File: src/rtl/stopwatch_pkg.sv
// Shared definitions for the stopwatch mode controller: state encoding,
// digit indices, clamp limits and small helpers.
package stopwatch_pkg;

  typedef enum logic [1:0] {
    StIdle   = 2'd0,
    StRun    = 2'd1,
    StPause  = 2'd2,
    StAdjust = 2'd3
  } state_e;

  localparam logic [1:0] SEC_R = 2'd0;
  localparam logic [1:0] SEC_L = 2'd1;
  localparam logic [1:0] MIN_R = 2'd2;
  localparam logic [1:0] MIN_L = 2'd3;

  localparam int unsigned TENS_MAX_DEF  = 5;
  localparam int unsigned UNITS_MAX_DEF = 9;

  // Tens digits (sec_l, min_l) saturate at tens_max, units digits at units_max.
  function automatic logic [4:0] clamp_digit(logic [1:0] sel, logic [3:0] num,
                                             int unsigned tens_max, int unsigned units_max);
    int unsigned lim;
    lim = (sel == SEC_L || sel == MIN_L) ? tens_max : units_max;
    return (32'(num) > lim) ? 5'(lim) : {1'b0, num};
  endfunction

  function automatic logic [3:0] digit_onehot(logic [1:0] sel);
    return 4'b0001 << sel;
  endfunction

endpackage

File: src/rtl/stopwatch_ctrl_if.sv
// Signal bundle between the debouncers/clock divider, the mode controller and
// the digit counter/display.
interface stopwatch_ctrl_if;
  logic       tick_1hz;
  logic       tick_adj;
  logic       tick_blink;
  logic       btn_reset;
  logic       btn_pause;
  logic       sw_adj;
  logic [1:0] sw_sel;
  logic [3:0] sw_num;
  logic       count_en;
  logic       clr;
  logic       adj_we;
  logic [2:0] adj_sel;
  logic [4:0] adj_val;
  logic [3:0] blank_mask;
  logic [1:0] state;

  modport master (
    output tick_1hz, tick_adj, tick_blink, btn_reset, btn_pause, sw_adj, sw_sel, sw_num,
    input  count_en, clr, adj_we, adj_sel, adj_val, blank_mask, state
  );

  modport slave (
    input  tick_1hz, tick_adj, tick_blink, btn_reset, btn_pause, sw_adj, sw_sel, sw_num,
    output count_en, clr, adj_we, adj_sel, adj_val, blank_mask, state
  );
endinterface

File: src/rtl/edge_detect.sv
// Rising-edge pulse generator for a debounced button level. The first clock
// after reset only loads the history, so a button held through reset is silent.
module edge_detect (
  input  logic clk,
  input  logic rst_n,
  input  logic level_i,
  output logic pulse_o
);

  logic hist_q, hist_d;
  logic armed_q, armed_d;

  assign hist_d  = level_i;
  assign armed_d = 1'b1;

  always_ff @(posedge clk or negedge rst_n) begin
    if (!rst_n) begin
      hist_q  <= 1'b0;
      armed_q <= 1'b0;
    end else begin
      hist_q  <= hist_d;
      armed_q <= armed_d;
    end
  end

  assign pulse_o = armed_q & level_i & ~hist_q;

endmodule

File: src/rtl/stopwatch_ctrl.sv
// Stopwatch mode controller: IDLE/RUN/PAUSE/ADJUST FSM plus counter strobes.
// Define STOPWATCH_BLINK_EN to enable the adjust-mode digit blink mask.
module stopwatch_ctrl
  import stopwatch_pkg::*;
#(
  parameter int unsigned TENS_MAX  = TENS_MAX_DEF,
  parameter int unsigned UNITS_MAX = UNITS_MAX_DEF
) (
  input  logic             clk,
  input  logic             rst_n,
  stopwatch_ctrl_if.slave  bus
);

  logic   rst_edge, pause_edge;
  state_e state_q, state_d;

  logic       count_en_q, count_en_d;
  logic       clr_q, clr_d;
  logic       adj_we_q, adj_we_d;
  logic [2:0] adj_sel_q, adj_sel_d;
  logic [4:0] adj_val_q, adj_val_d;
  logic [3:0] blank_mask_q, blank_mask_d;

  edge_detect u_rst_edge (
    .clk     (clk),
    .rst_n   (rst_n),
    .level_i (bus.btn_reset),
    .pulse_o (rst_edge)
  );

  edge_detect u_pause_edge (
    .clk     (clk),
    .rst_n   (rst_n),
    .level_i (bus.btn_pause),
    .pulse_o (pause_edge)
  );

  always_ff @(posedge clk or negedge rst_n) begin
    if (!rst_n) state_q <= StIdle;
    else        state_q <= state_d;
  end

  // Priority: reset edge, then the adjust switch, then the pause edge.
  always_comb begin
    state_d = state_q;
    if (rst_edge) begin
      state_d = bus.sw_adj ? StAdjust : StIdle;
    end else if (state_q != StAdjust && bus.sw_adj) begin
      state_d = StAdjust;
    end else if (state_q == StAdjust && !bus.sw_adj) begin
      state_d = StPause;
    end else if (pause_edge) begin
      unique case (state_q)
        StIdle:   state_d = StRun;
        StRun:    state_d = StPause;
        StPause:  state_d = StRun;
        StAdjust: state_d = StAdjust;
      endcase
    end
  end

`ifdef STOPWATCH_BLINK_EN
  logic phase_q, phase_d;

  // Phase restarts on every ADJUST entry, including a reset edge taken inside ADJUST.
  always_comb begin
    phase_d = phase_q;
    if (state_d == StAdjust && (state_q != StAdjust || rst_edge)) begin
      phase_d = 1'b0;
    end else if (state_q == StAdjust && state_d == StAdjust && bus.tick_blink) begin
      phase_d = ~phase_q;
    end
  end

  always_ff @(posedge clk or negedge rst_n) begin
    if (!rst_n) phase_q <= 1'b0;
    else        phase_q <= phase_d;
  end

  assign blank_mask_d = (state_d == StAdjust && phase_d) ? digit_onehot(bus.sw_sel) : 4'b0000;
`else
  assign blank_mask_d = 4'b0000;
`endif

  // Strobes use the current state; adjust outputs track the state being entered
  // so they line up with the registered state output.
  always_comb begin
    count_en_d = bus.tick_1hz & (state_q == StRun);
    adj_we_d   = bus.tick_adj & (state_q == StAdjust);
    clr_d      = rst_edge;
    adj_sel_d  = {state_d == StAdjust, bus.sw_sel};
    adj_val_d  = (state_d == StAdjust) ? clamp_digit(bus.sw_sel, bus.sw_num, TENS_MAX, UNITS_MAX)
                                       : 5'd0;
  end

  always_ff @(posedge clk or negedge rst_n) begin
    if (!rst_n) begin
      count_en_q   <= 1'b0;
      clr_q        <= 1'b0;
      adj_we_q     <= 1'b0;
      adj_sel_q    <= 3'd0;
      adj_val_q    <= 5'd0;
      blank_mask_q <= 4'd0;
    end else begin
      count_en_q   <= count_en_d;
      clr_q        <= clr_d;
      adj_we_q     <= adj_we_d;
      adj_sel_q    <= adj_sel_d;
      adj_val_q    <= adj_val_d;
      blank_mask_q <= blank_mask_d;
    end
  end

  assign bus.count_en   = count_en_q;
  assign bus.clr        = clr_q;
  assign bus.adj_we     = adj_we_q;
  assign bus.adj_sel    = adj_sel_q;
  assign bus.adj_val    = adj_val_q;
  assign bus.blank_mask = blank_mask_q;
  assign bus.state      = state_q;

endmodule
File: src/flat_wrapper.sv
// flat-port wrapper written by rule: the top's interface ports become plain ports
module stopwatch_ctrl_flat import stopwatch_pkg::*;
#(
  parameter int unsigned TENS_MAX  = TENS_MAX_DEF,
  parameter int unsigned UNITS_MAX = UNITS_MAX_DEF
)
  (clk, rst_n, bus_tick_1hz, bus_tick_adj, bus_tick_blink, bus_btn_reset, bus_btn_pause, bus_sw_adj, bus_sw_sel, bus_sw_num, bus_count_en, bus_clr, bus_adj_we, bus_adj_sel, bus_adj_val, bus_blank_mask, bus_state);
  stopwatch_ctrl_if bus_i ();
  input  logic clk;
  input  logic rst_n;
  input wire logic [$bits(bus_i.tick_1hz)-1:0] bus_tick_1hz;
  input wire logic [$bits(bus_i.tick_adj)-1:0] bus_tick_adj;
  input wire logic [$bits(bus_i.tick_blink)-1:0] bus_tick_blink;
  input wire logic [$bits(bus_i.btn_reset)-1:0] bus_btn_reset;
  input wire logic [$bits(bus_i.btn_pause)-1:0] bus_btn_pause;
  input wire logic [$bits(bus_i.sw_adj)-1:0] bus_sw_adj;
  input wire logic [$bits(bus_i.sw_sel)-1:0] bus_sw_sel;
  input wire logic [$bits(bus_i.sw_num)-1:0] bus_sw_num;
  output wire logic [$bits(bus_i.count_en)-1:0] bus_count_en;
  output wire logic [$bits(bus_i.clr)-1:0] bus_clr;
  output wire logic [$bits(bus_i.adj_we)-1:0] bus_adj_we;
  output wire logic [$bits(bus_i.adj_sel)-1:0] bus_adj_sel;
  output wire logic [$bits(bus_i.adj_val)-1:0] bus_adj_val;
  output wire logic [$bits(bus_i.blank_mask)-1:0] bus_blank_mask;
  output wire logic [$bits(bus_i.state)-1:0] bus_state;
  assign bus_i.tick_1hz = bus_tick_1hz;
  assign bus_i.tick_adj = bus_tick_adj;
  assign bus_i.tick_blink = bus_tick_blink;
  assign bus_i.btn_reset = bus_btn_reset;
  assign bus_i.btn_pause = bus_btn_pause;
  assign bus_i.sw_adj = bus_sw_adj;
  assign bus_i.sw_sel = bus_sw_sel;
  assign bus_i.sw_num = bus_sw_num;
  assign bus_count_en = bus_i.count_en;
  assign bus_clr = bus_i.clr;
  assign bus_adj_we = bus_i.adj_we;
  assign bus_adj_sel = bus_i.adj_sel;
  assign bus_adj_val = bus_i.adj_val;
  assign bus_blank_mask = bus_i.blank_mask;
  assign bus_state = bus_i.state;
  stopwatch_ctrl #(.TENS_MAX(TENS_MAX), .UNITS_MAX(UNITS_MAX)) u_core (.clk(clk), .rst_n(rst_n), .bus(bus_i));
endmodule
File: config.mk
export PLATFORM = sky130hd
export DESIGN_NAME = stopwatch_ctrl_flat
export DESIGN_NICKNAME = d
export VERILOG_FILES = /design/src/rtl/stopwatch_pkg.sv /design/src/rtl/stopwatch_ctrl_if.sv /design/src/rtl/edge_detect.sv /design/src/rtl/stopwatch_ctrl.sv /design/src/flat_wrapper.sv
export SDC_FILE = /design/constraint.sdc
export NUM_CORES = 1
export LEC_CHECK = 0
export ABC_AREA = 1
export BUFFER_PORTS_ARGS = -buffer_cell sky130_fd_sc_hd__buf_4
export CORE_MARGIN = 2
export CORE_UTILIZATION = 42
export CTS_CLUSTER_SIZE = 12
export DETAILED_ROUTE_END_ITERATION = 10
export PLACE_DENSITY = 0.79
export RECOVER_POWER = 50
export SLEW_MARGIN = 20
export SYNTH_ARGS = -nofsm -noshare
export SYNTH_HDL_FRONTEND = slang
export SYNTH_SLANG_ARGS = --single-unit
File: constraint.sdc
create_clock -name clk -period 1.3 [get_ports clk]
set_clock_uncertainty 0.2 [all_clocks]
set_input_delay 0.325 -clock clk [delete_from_list [all_inputs] [get_ports clk]]
set_output_delay 0.325 -clock clk [all_outputs]
set_load 0.005 [all_outputs]
Word-level counts from Yosys, hierarchy flattened --
Cells that the tools add are included.
Storage, ports and cells: bits in registers 16, latch bits 0, memory bits (writable) 0, ROM bits 0, word-level logic and storage cells 40, memories 0
Cells by class: $add $sub $neg 0, multipliers 0, div/mod/pow operators 0, order comparisons 1, equality and inequality tests 7, shift-type cells 0, multiplexer cells 9, bitwise operators 8, reductions and logical operators 6
Operators with widths (count):
- 4-bit by 32-bit > comparator with 1-bit output | 1
- 2-bit two-way mux | 5
- 5-bit two-way mux | 2
- 2-bit == test (second input constant) | 4
- 1-bit AND | 6
- 2-bit case mux with 3 select lines | 1
- 2-bit by 1-bit == test with 1-bit output (second input constant) | 2
- 4-bit two-way mux | 1
- 1-bit logical AND | 2
- 2-bit zero test | 1
- 2-bit != test (second input constant) | 1
- 1-bit NOT | 2
- 2-bit OR reduction | 1
- 1-bit zero test | 1
- 1-bit logical OR | 1

Logic depth before layout (Yosys ltp) --
Gate-level depths: netlist of the first run.
depth after elaboration 9, depth in mapped cells 8, depth with buffers taken out 8

Hierarchy --
Synthesis of the first run repeated with hierarchy kept, for this count alone.
Unflattened totals: cells, all modules 62, area, all modules 656.9 sq um
Modules (own cells, without submodules):
- stopwatch_ctrl | times used 1, cells an instance 52, area an instance 529.3 sq um, sequential area each 300.3 sq um
- edge_detect | times used 2, cells an instance 5, area an instance 63.8 sq um, sequential area each 50.0 sq um

Worst setup path after synthesis of the first run --
Ideal clock, no wire load.
path kind input -> register, start input port bus_sw_sel[0], end register u_core.adj_val_q[2] (netlist: u_core.bus.adj_val[2]), data arrival time 1.128 ns, data required time 0.980 ns, path slack -0.148 ns, cell stages on the path 8, buffers on the path 1, path through clkbuf_1 -> ha_1 -> a21boi_1 -> nand2_2 -> nand2_2 -> nand2_1 -> nand2_1 -> nor2_1
On the way: longest elaborated chain between the ends 6
Ends and longest elaborated chain:
- from (decl) | line flat_wrapper.sv:17 | input wire logic [$bits(bus_i.sw_sel)-1:0] bus_sw_sel;
- 2-bit by 1-bit == test with 1-bit output or 2-bit == test (tied branches) | line stopwatch_pkg.sv:24 | lim = (sel == SEC_L || sel == MIN_L) ? tens_max : units_max;
- 1-bit logical OR * | line stopwatch_pkg.sv:24
- 4-bit two-way mux * | line stopwatch_pkg.sv:24
- 4-bit by 32-bit > comparator with 1-bit output | line stopwatch_pkg.sv:25 | return (32'(num) > lim) ? 5'(lim) : {1'b0, num};
- 5-bit two-way mux * | line stopwatch_pkg.sv:25
- 5-bit two-way mux * | line stopwatch_ctrl.sv:92 | adj_val_d = (state_d == StAdjust) ? clamp_digit(bus.sw_sel, bus.sw_num, TENS_MAX, UNITS_MAX)
- net u_core.adj_val_d[2] | line stopwatch_ctrl.sv:21 | logic [4:0] adj_val_q, adj_val_d;
- to (signal assigned) | line stopwatch_ctrl.sv:109 | adj_val_q <= adj_val_d;
- to (decl) | line stopwatch_ctrl.sv:21
Mark *: on every way through the listed nets, which the timed path passes. The rest lies on a longest branch.

Worst setup path in the final report of the first run --
start register u_core.state_q[1] (netlist: u_core.bus.state[1]), end output port bus_state[1]
RTL lines:
- from (decl) | line stopwatch_ctrl.sv:15 | state_e state_q, state_d;
- from (signal assigned) | line stopwatch_ctrl.sv:39 | if (!rst_n) state_q <= StIdle;
- from (signal assigned) | line stopwatch_ctrl.sv:40 | else state_q <= state_d;
- to (decl) | line flat_wrapper.sv:25 | output wire logic [$bits(bus_i.state)-1:0] bus_state;
No word-level cell between the ends.

==> results.yml, run 1 <==
run_status:
  outcome: "complete, but fails checks"
  violations: "negative setup slack"
drt:
  wire_per_inst_um: 10.9
  drcViolationCount: 0
  route.antenna.remaining_nets: 0
  vias: 513
  vias_per_cell: 4.54
  drt-pass1-iter-count: 2
  drt-initial-drc-count: 1
  wl_mm: 1.24
timing:
  hold_viol_final: 0
  setup_ws_ps: -17.2
  fmax_mhz: 759
  fin_crit_ps: 1320
  setup_violations: 2
  maxSlewViolCount: 0
  whs_ps: 68.0
  rsz0062_at_grt: "true"
  min_period_over_period_pct: 101
  setup_tns_ps: -31.0
yosys:
  synth_compound_area_share_pct: 4.47
  yosys.area_share.simple_pct: 18.5
  synth-edff-count: 0
  syn_avg_cell_area_um2: 9.47
  synth-main-ff-cell: "dfrtp_1"
  synthCells: 65
  synth_top_family_by_area: "simple AND/OR/NAND/NOR gates"
  yosysWarnings: 0
  async_reset_ff_share_pct: 100
  synth_common_cells: "dfrtp_1 (15), nand2_1 (12), inv_1 (9), buf_4 (5), nor2_1 (5)"
  synth_mux_area_share_pct: 0
  synth_most_common_cell: "dfrtp_1"
  synthTopCellsByArea: "dfrtp_1 (61%), nand2_1 (7.3%), buf_4 (6.1%)"
  ys_seq_area_share_pct: 61.0
  synthAdderAreaFrac_pct: 2.03
  synth_xor_area_share_pct: 0
  synth_area_um2: 616
  ys_ff_latch: 15
  synth_top_area_share_pct: 61.0
  yosysTopAreaCell: "dfrtp_1"
  synth_cell_types: 15
clock_tree:
  cts.sinks: 15
  cts_tree: "built"
  clk_pin_slew_ps: 80
  cts_buffer_depth: 2
  cts_root_buffer: "clkbuf_4"
  cts_made_buffers: 3
  clkLatencyLatePin_ps: 270
  htree_levels: 1
placement:
  portBuffers: 24
  hpwlAfterDp_um: 850
  place_inst: 102
  routabilityCongestion: 0.715
  pre_cts_ws_ps: -244
worst_setup_path:
  start_kind: "flop"
  cpLargestDelayFamily: "flip-flops"
  crit_arrival_ps: 790
  rr_worst_depth: 5
  critPathRequiredTime_ps: 770
  cp_num_buf_inv: 1
  critical_path.max_stage_delay_ps: 400
  worstPathCellList: "buf_6"
  crit_cells: 1
  critPathMaxFanout: 2
  crit_path_top_delay_cell: "dfrtp_1"
  end_kind: "output port"
  critical_path_class: "flop to output port"
floorplanning:
  fp.dieH_um: 42.3
  coreArea_um2: 1330
  rows: 13
  ios: 31
  fp.dieW_um: 42.3
  dieArea_um2: 1790
  start_util_pct: 46.2
final_layout:
  fin_util_pct: 71.4
  area_growth_pct: 54.7
  finalNonFillerCells: 113
  diodes: 0
  drive_gt1_share_pct: 36.7
  fin_nets: 114
hold_path:
  hold_class: "input port to flop"
  holdPathStages: 3
power_and_ir_drop:
  p_int_mw: 0.725
  power.leakage_nw: 0.511
  power_density_nw_per_um2: 1000
  ir_drop_mv: 0.455
  clockPowerShare_pct: 26.1
  p_switching_mw: 0.227
  pwr-share-comb_pct: 20.3
  sw_frac_of_total_pct: 23.9
  share_seq_of_total_power_pct: 53.7
grt:
  overflow: 0
  antenna_found_initial: 0
  grt_pass1_vias: 505
  grt_max_degree: 16
  grt_usage_pct: 15.1
  grt_pass1_wl_mm: 2.04
job:
  max_cap_viol_count: 0
state kept, by name, summed over array words and instances (netlist names):
register	cells
u_core.bus.state	2
u_core.bus.adj_we	1
u_core.u_pause_edge.hist_q	1
u_core.bus.count_en	1
u_core.bus.clr	1
u_core.bus.adj_sel	3
u_core.bus.adj_val	4
u_core.u_rst_edge.hist_q	1
u_core.u_rst_edge.armed_q	1
layer usage:
metal,GRT usage [%],vias to the layer above,share of wire (%)
li1,-,249,-
met1,15.3,242,37
met2,29.2,22,55
met3,4.74,0,8.3
met4,3.75,0,0
met5,0,-,0
power groups by stage:
stage,combinational [mW],sequential [mW],clock (mW)
global route,0.215,0.514,0.288
detailed placement,0.150,0.516,0
global placement,0.145,0.515,0
CTS,0.182,0.509,0.258
floorplan,0.0692,0.518,0
finish,0.193,0.511,0.248
through the flow:
stage                     power, mW  instance area, um^2
after detailed placement      0.666                  796
after global placement        0.660                  796
final                         0.953                  952
after global routing           1.02                  952
after CTS                     0.949                  917
after floorplan               0.587                  634
worst paths after layout:
kind	from	to	slack, ps
hold / removal	bus_sw_num[0]	u_core.bus.adj_val[0]	70
min in group asynchronous	rst_n	u_core.bus.count_en	300
hold reg to reg	u_core.u_rst_edge.hist_q	u_core.bus.clr	230
max in group asynchronous	rst_n	u_core.bus.state[0]	350
setup / recovery	u_core.bus.state[1]	bus_state[1]	-20
setup reg to reg	u_core.bus.state[0]	u_core.bus.state[0]	160
cell type report:
type | count | area (um^2)
flip-flops and latches | 15 | 375
multi-input cells | 38 | 206
well taps | 15 | 18.8
inverters | 9 | 33.8
fillers | 104 | 382
clock buffers | 4 | 26.3
repair buffers | 32 | 292
worst reg2reg max path: cells and delay by family, from the launching register on:
kind,cells,cell delay (ps)
simple gates,3,230
buf+inv,1,150
compound gates,1,70
flops,1,400
logic make-up (layout without fill, tap and decap cells):
kind of cell | after synthesis | after routing
flops | 15 | 15
compound gates | 5 | 5
other cells | 2 | 6
simple gates | 26 | 26
buf+inv | 16 | 45
fa+ha+maj | 1 | 1
layout by cell type (no fill, tap or decap), types with 3 or more instances in the layout:
master          n
nand2_1        12
nand3_1         4
dfrtp_1        15
conb_1          6
buf_6          12
inv_1           9
dlygate4sd3_1   5
buf_4          13
nor2_1          5
clkbuf_4        3
what timing repair did:
action                                  CTS  global route
endpoints found under the hold margin    19             0
endpoints found under the setup margin    8            17
gates resized for setup                   8             9
buffers inserted                          2             0
hold buffers                              5             0
pin swaps                                 0             2
No activity file was read; power rests on OpenSTA's default activity.
==> run 2, diff against run 1 <==
GPL_TIMING_DRIVEN = 0   (was unset)
==> run 2 against run 1 <==
- the run still ends with negative setup slack left
- non-clock buffer count up 5
- sequential cell count unchanged
- combinational power up 4%
- sequential power about the same
- cell area up 2.8%
- core utilization up 2.0 points
- count of clock-buffer cells in the layout unchanged
- fmax down 0.82%
- sequential share of layout area down 1.1 points
- routed wire length down 2.7%
- critical path depth unchanged
- largest cell class unchanged
==> results.yml, run 2 (same netlist as run 1, synthesis figures left out) <==
grt:
  grt_max_degree: 16
  grt_pass1_vias: 504
  grt_usage_pct: 15.9
  antenna_found_initial: 0
  overflow: 0
  grt_pass1_wl_mm: 2.05
power_and_ir_drop:
  fin_total_pwr_mw: 0.969
  ir_drop_mv: 0.536
  power_density_nw_per_um2: 991
  power.leakage_nw: 0.532
clock_tree:
  cts_tree: "built"
  clkLatencyLatePin_ps: 280
  clk_pin_slew_ps: 80
  cts.sinks: 15
  cts_buffer_depth: 2
  cts_made_buffers: 3
  htree_levels: 1
  cts_root_buffer: "clkbuf_4"
worst_setup_path:
  rrSetupSlack_ps: 80
  start_kind: "flop"
  critPathRequiredTime_ps: 770
  cpLargestDelayFamily: "flip-flops"
  critPathMaxFanout: 3
  crit_path_top_delay_cell: "dfrtp_1"
  crit_arrival_ps: 800
  critical_path_class: "flop to output port"
  end_kind: "output port"
  rr_endpoint: "u_core.bus.state[0]"
  critical_path.max_stage_delay_ps: 400
  cp_num_buf_inv: 1
  r2r_start: "u_core.bus.state[0]"
  rr_worst_depth: 6
  worstPathCellList: "buf_6"
drt:
  drt-pass1-iter-count: 2
  wl_mm: 1.20
  route.antenna.remaining_nets: 0
  drcViolationCount: 0
  drt-initial-drc-count: 8
  vias: 510
  vias_per_cell: 4.32
  wire_per_inst_um: 10.2
final_layout:
  final_cell_mix: "buf_4 (16), dfrtp_1 (15), nand2_1 (12), buf_6 (12), inv_1 (9)"
  fillers: 111
  largest_register_ffs: 4
  fin_util_pct: 73.4
  layout_commonest_cell: "buf_4"
  area_growth_pct: 58.9
  ff_latch_area_um2: 375
  diodes: 0
  drive_gt1_share_pct: 36.9
  fin_nets: 119
  finalNonFillerCells: 118
  stdcell_area_um2: 978
  multiInputGateArea_um2: 198
placement:
  hpwlAfterDp_um: 886
  placed_area_um2: 833
  portBuffers: 24
  routabilityCongestion: 0.733
  place_inst: 108
  pre_cts_ws_ps: -371
hold_path:
  hold_class: "input port to flop"
  holdPathStages: 3
  min_from: "bus_sw_num[0]"
  holdPathEnd: "u_core.bus.adj_val[0]"
timing:
  rsz0062_at_grt: "true"
  fin_crit_ps: 1330
  setup_tns_ps: -68.9
  maxSlewViolCount: 0
  min_period_over_period_pct: 102
  hold_viol_final: 0
  setup_violations: 7
  whs_ps: 47.0
  fmax_mhz: 753
  setup_ws_ps: -28.1
floorplanning:
  ios: 31
  start_util_pct: 46.2
  dieArea_um2: 1790
  rows: 13
  fp.dieW_um: 42.3
  fp.dieH_um: 42.3
  coreArea_um2: 1330
job:
  max_cap_viol_count: 0
run_status:
  outcome: "complete, but fails checks"
  violations: "negative setup slack"
## run 2: cell count changes in the layout (fill, tap and decap cells not counted), sizes merged
cell         previous run  this run
buf                    25        29
clkbuf                  6         8
dlygate4sd3             5         4
## run 2: area by class of cell
cell class	instances	area share [%]
Timing Repair Buffer	31	29.2
Multi-Input combinational cell	38	20.2
Tap cell	15	1.92
Buffer	6	4.22
Clock buffer	4	2.69
Sequential cell	15	38.4
Inverter	9	3.45
## run 2: layer usage
metal / up-vias / part of all wire [%] / global-route usage, %
met5: - / 0 / 0
met4: 0 / 1.7 / 7.50
met3: 3 / 9.8 / 6.47
met2: 23 / 52 / 28.0
met1: 226 / 36 / 16.1
li1: 258 / - / -
## run 2: worst max-delay path by stage
stage	cells past startpoint	startpoint	slack, ps	to
global placement	9	bus_sw_sel[0]	-320	u_core.bus.adj_val[3]
global route	1	u_core.bus.state[1]	-70	bus_state[1]
detailed placement	9	bus_sw_sel[0]	-370	u_core.bus.adj_val[3]
finish	1	u_core.bus.state[1]	-30	bus_state[1]
CTS	1	u_core.bus.state[1]	-30	bus_state[1]
floorplan	7	bus_sw_sel[0]	-120	u_core.bus.adj_val[0]
## run 2: tightest hold or removal path, cell delays in order
cell	delay, ps
buf_4	80
o21ai_1	50
inv_1	40
## run 2: power by group
group	internal (mW)	switching [mW]	total, mW
logic	0.119	0.0815	0.200
clock network	0.119	0.140	0.259
registers	0.495	0.0147	0.510
total	0.733	0.236	0.969
## run 2: what timing repair did
action	4_1_cts	5_1_grt
pin swaps	6	1
setup endpoints to repair	15	14
gates resized for setup	14	4
hold buffers	4	0
buffers inserted	2	1
endpoints found under the hold margin	18	0
==> run 3, diff against run 2 <==
CORE_UTILIZATION = 47   (was 42)
PLACE_DENSITY = 0.85   (was 0.79)
SYNTH_HIERARCHICAL = 1   (was unset)
clock period = 1.7 ns   (was 1.3 ns; I/O delays follow)
==> run 3 against run 2 <==
- first-iteration DRC count decreased by 50%
- count of clock-buffer cells in the layout stayed put
- sequential power shrank 19%
- core utilization fell by 3.4 points
- critical path type unchanged
- sequential cell count increased by 1
- routed wire length down 0.75%
- setup slack improved by 250 ps
- sequential share of layout area grew 5.6 points
- critical endpoint unchanged
- synthesized cell count is 4.6% lower
- the run now ends clean
- critical path depth unchanged
- clock power shrank 6%
- register-to-register slack improved by 420 ps
==> results.yml, run 3 <==
job:
  max_cap_viol_count: 0
yosys:
  ys_ff_latch: 16
  yosys.area_share.simple_pct: 18.9
  synth_cell_types: 18
  synth_most_common_cell: "dfrtp_1"
  synth_common_cells: "dfrtp_1 (16), inv_1 (7), nand2_1 (7), buf_4 (5), nor2_1 (4)"
  synth_area_um2: 657
  synthTopCellsByArea: "dfrtp_1 (61%), buf_4 (5.7%), inv_1 (4.0%)"
  async_reset_ff_share_pct: 100
  syn_avg_cell_area_um2: 10.6
  synthCells: 62
  synthAdderAreaFrac_pct: 3.81
  synth_xor_area_share_pct: 0
  synth_compound_area_share_pct: 4.38
  synth_top_area_share_pct: 61.0
  synth-main-ff-cell: "dfrtp_1"
  yosysWarnings: 6
  ys_seq_area_share_pct: 61.0
  synth_top_family_by_area: "simple AND/OR/NAND/NOR gates"
  synth-edff-count: 0
  yosysTopAreaCell: "dfrtp_1"
  synth_mux_area_share_pct: 0
worst_setup_path:
  critical_path.max_stage_delay_ps: 430
  cp_num_buf_inv: 1
  worstPathCellList: "buf_4"
  critical_path_class: "flop to output port"
  crit_path_top_delay_cell: "dfrtp_1"
  end_kind: "output port"
  critPathRequiredTime_ps: 1070
  crit_arrival_ps: 850
  cpLargestDelayFamily: "flip-flops"
  start_kind: "flop"
  rrSetupSlack_ps: 500
  critPathMaxFanout: 5
floorplanning:
  rows: 13
  coreArea_um2: 1300
  ios: 31
  dieArea_um2: 1710
  start_util_pct: 50.5
  fp.dieH_um: 41.4
  fp.dieW_um: 41.4
grt:
  grt_max_degree: 17
  antenna_found_initial: 0
  overflow: 0
  grt_usage_pct: 15.4
  grt_pass1_wl_mm: 1.59
  grt_pass1_vias: 402
final_layout:
  drive_gt1_share_pct: 41.1
  ff_latch_area_um2: 400
  final_cell_mix: "buf_4 (25), dfrtp_1 (16), inv_1 (7), nand2_1 (7), conb_1 (7)"
  diodes: 0
  area_growth_pct: 38.7
  layout_commonest_cell: "buf_4"
  multiInputGateArea_um2: 201
  fin_nets: 112
  stdcell_area_um2: 911
  largest_register_ffs: 4
  fillers: 104
placement:
  portBuffers: 24
  placed_area_um2: 871
  hpwlAfterDp_um: 946
  pre_cts_ws_ps: -9.03
  routabilityCongestion: 0.701
clock_tree:
  postCtsResizedCells: 0
  cts_tree: "built"
  cts_buffer_depth: 2
  clkLatencyLatePin_ps: 280
  htree_levels: 1
  clk_pin_slew_ps: 90
  cts_root_buffer: "clkbuf_4"
  cts.sinks: 16
  cts_made_buffers: 3
drt:
  route.antenna.remaining_nets: 0
  drt-pass1-iter-count: 4
  drt-initial-drc-count: 4
  vias: 493
  wl_mm: 1.19
  drcViolationCount: 0
  wire_per_inst_um: 10.8
  vias_per_cell: 4.48
timing:
  rsz0062_at_grt: "false"
  maxSlewViolCount: 0
  fmax_mhz: 676
  fin_crit_ps: 1480
  setup_violations: 0
  hold_viol_final: 0
  setup_ws_ps: 221
  setup_tns_ps: 0
  min_period_over_period_pct: 87.0
power_and_ir_drop:
  fin_total_pwr_mw: 0.787
  power.leakage_nw: 0.504
  power_density_nw_per_um2: 864
  ir_drop_mv: 0.422
run_status:
  outcome: "finished, final reports clean"
hold_path:
  hold_class: "input port to flop"
## run 3: cell types whose count changed in the layout (fill, tap and decap cells not counted), sizes merged, moves of 2 or more
cell / previous run / this run
buf: 29 / 25
nor2: 5 / 7
dlygate4sd3: 4 / 1
inv: 9 / 7
nand2: 15 / 11
a21oi: 0 / 2
## run 3: repair_timing
item	4_1_cts	5_1_grt
endpoints found under the hold margin	16	0
hold buffers	1	0
setup buffers	0	0
## run 3: worst paths after layout
kind	to	cells after the start	start
max reg2reg	u_core/bus.state[0]	6	u_core/u_pause_edge/hist_q
min	u_core/bus.adj_sel[1]	1	bus_sw_sel[1]
min reg2reg	u_core/bus.clr	1	u_core/u_rst_edge/hist_q
max in group asynchronous	u_core/bus.state[1]	2	rst_n
max	bus_state[1]	1	u_core/bus.state[1]
min in group asynchronous	u_core/bus.adj_we	2	rst_n
## run 3: metrics by stage
step / hold slack [ps] / cells / util, %
floorplan: -70.6 / 66 / -
global placement: 87.8 / 105 / 66.9
detailed placement: 89.3 / 105 / 66.9
CTS: 40.6 / 110 / 70.5
global route: 52.0 / 110 / 70.0
finish: 64.8 / 110 / 70.0
## run 3: final cells by class
cell class	count	area share [%]
repair buffers	25	20.5
plain buffers	6	4.53
well taps	15	2.06
inverters	7	2.88
flip-flops and latches	16	44.0
multi-input cells	37	22.1
clock buffers	4	3.98
## run 3: routing by layer
metal | track usage, % | vias up | wire (um) | part of all wire, %
met3 | 3.19 | 2 | 111 | 9.3
met4 | 9.68 | 0 | 16 | 1.3
met2 | 29.3 | 25 | 653 | 55
met1 | 14.9 | 223 | 411 | 34
met5 | 0 | - | 0 | 0
li1 | - | 243 | - | -
## run 3: logic make-up (layout without fill, tap and decap cells)
logic type,count (synthesis),after routing
AND/OR/NAND/NOR,23,23
flip-flops,16,16
buffers and inverters,13,42
AO/OA/AOI/OAI,5,5
other,3,7
adder cells (fa/ha/maj),2,2
## run 3: report_power, final
| group | switching [mW] | internal, mW | leakage, nW | total, mW |
|---|---|---|---|---|
| logic | 0.0624 | 0.0681 | 0.289 | 0.130 |
| clock network | 0.113 | 0.130 | 0.0210 | 0.243 |
| registers | 0.00961 | 0.404 | 0.194 | 0.413 |
| total | 0.185 | 0.602 | 0.504 | 0.787 |
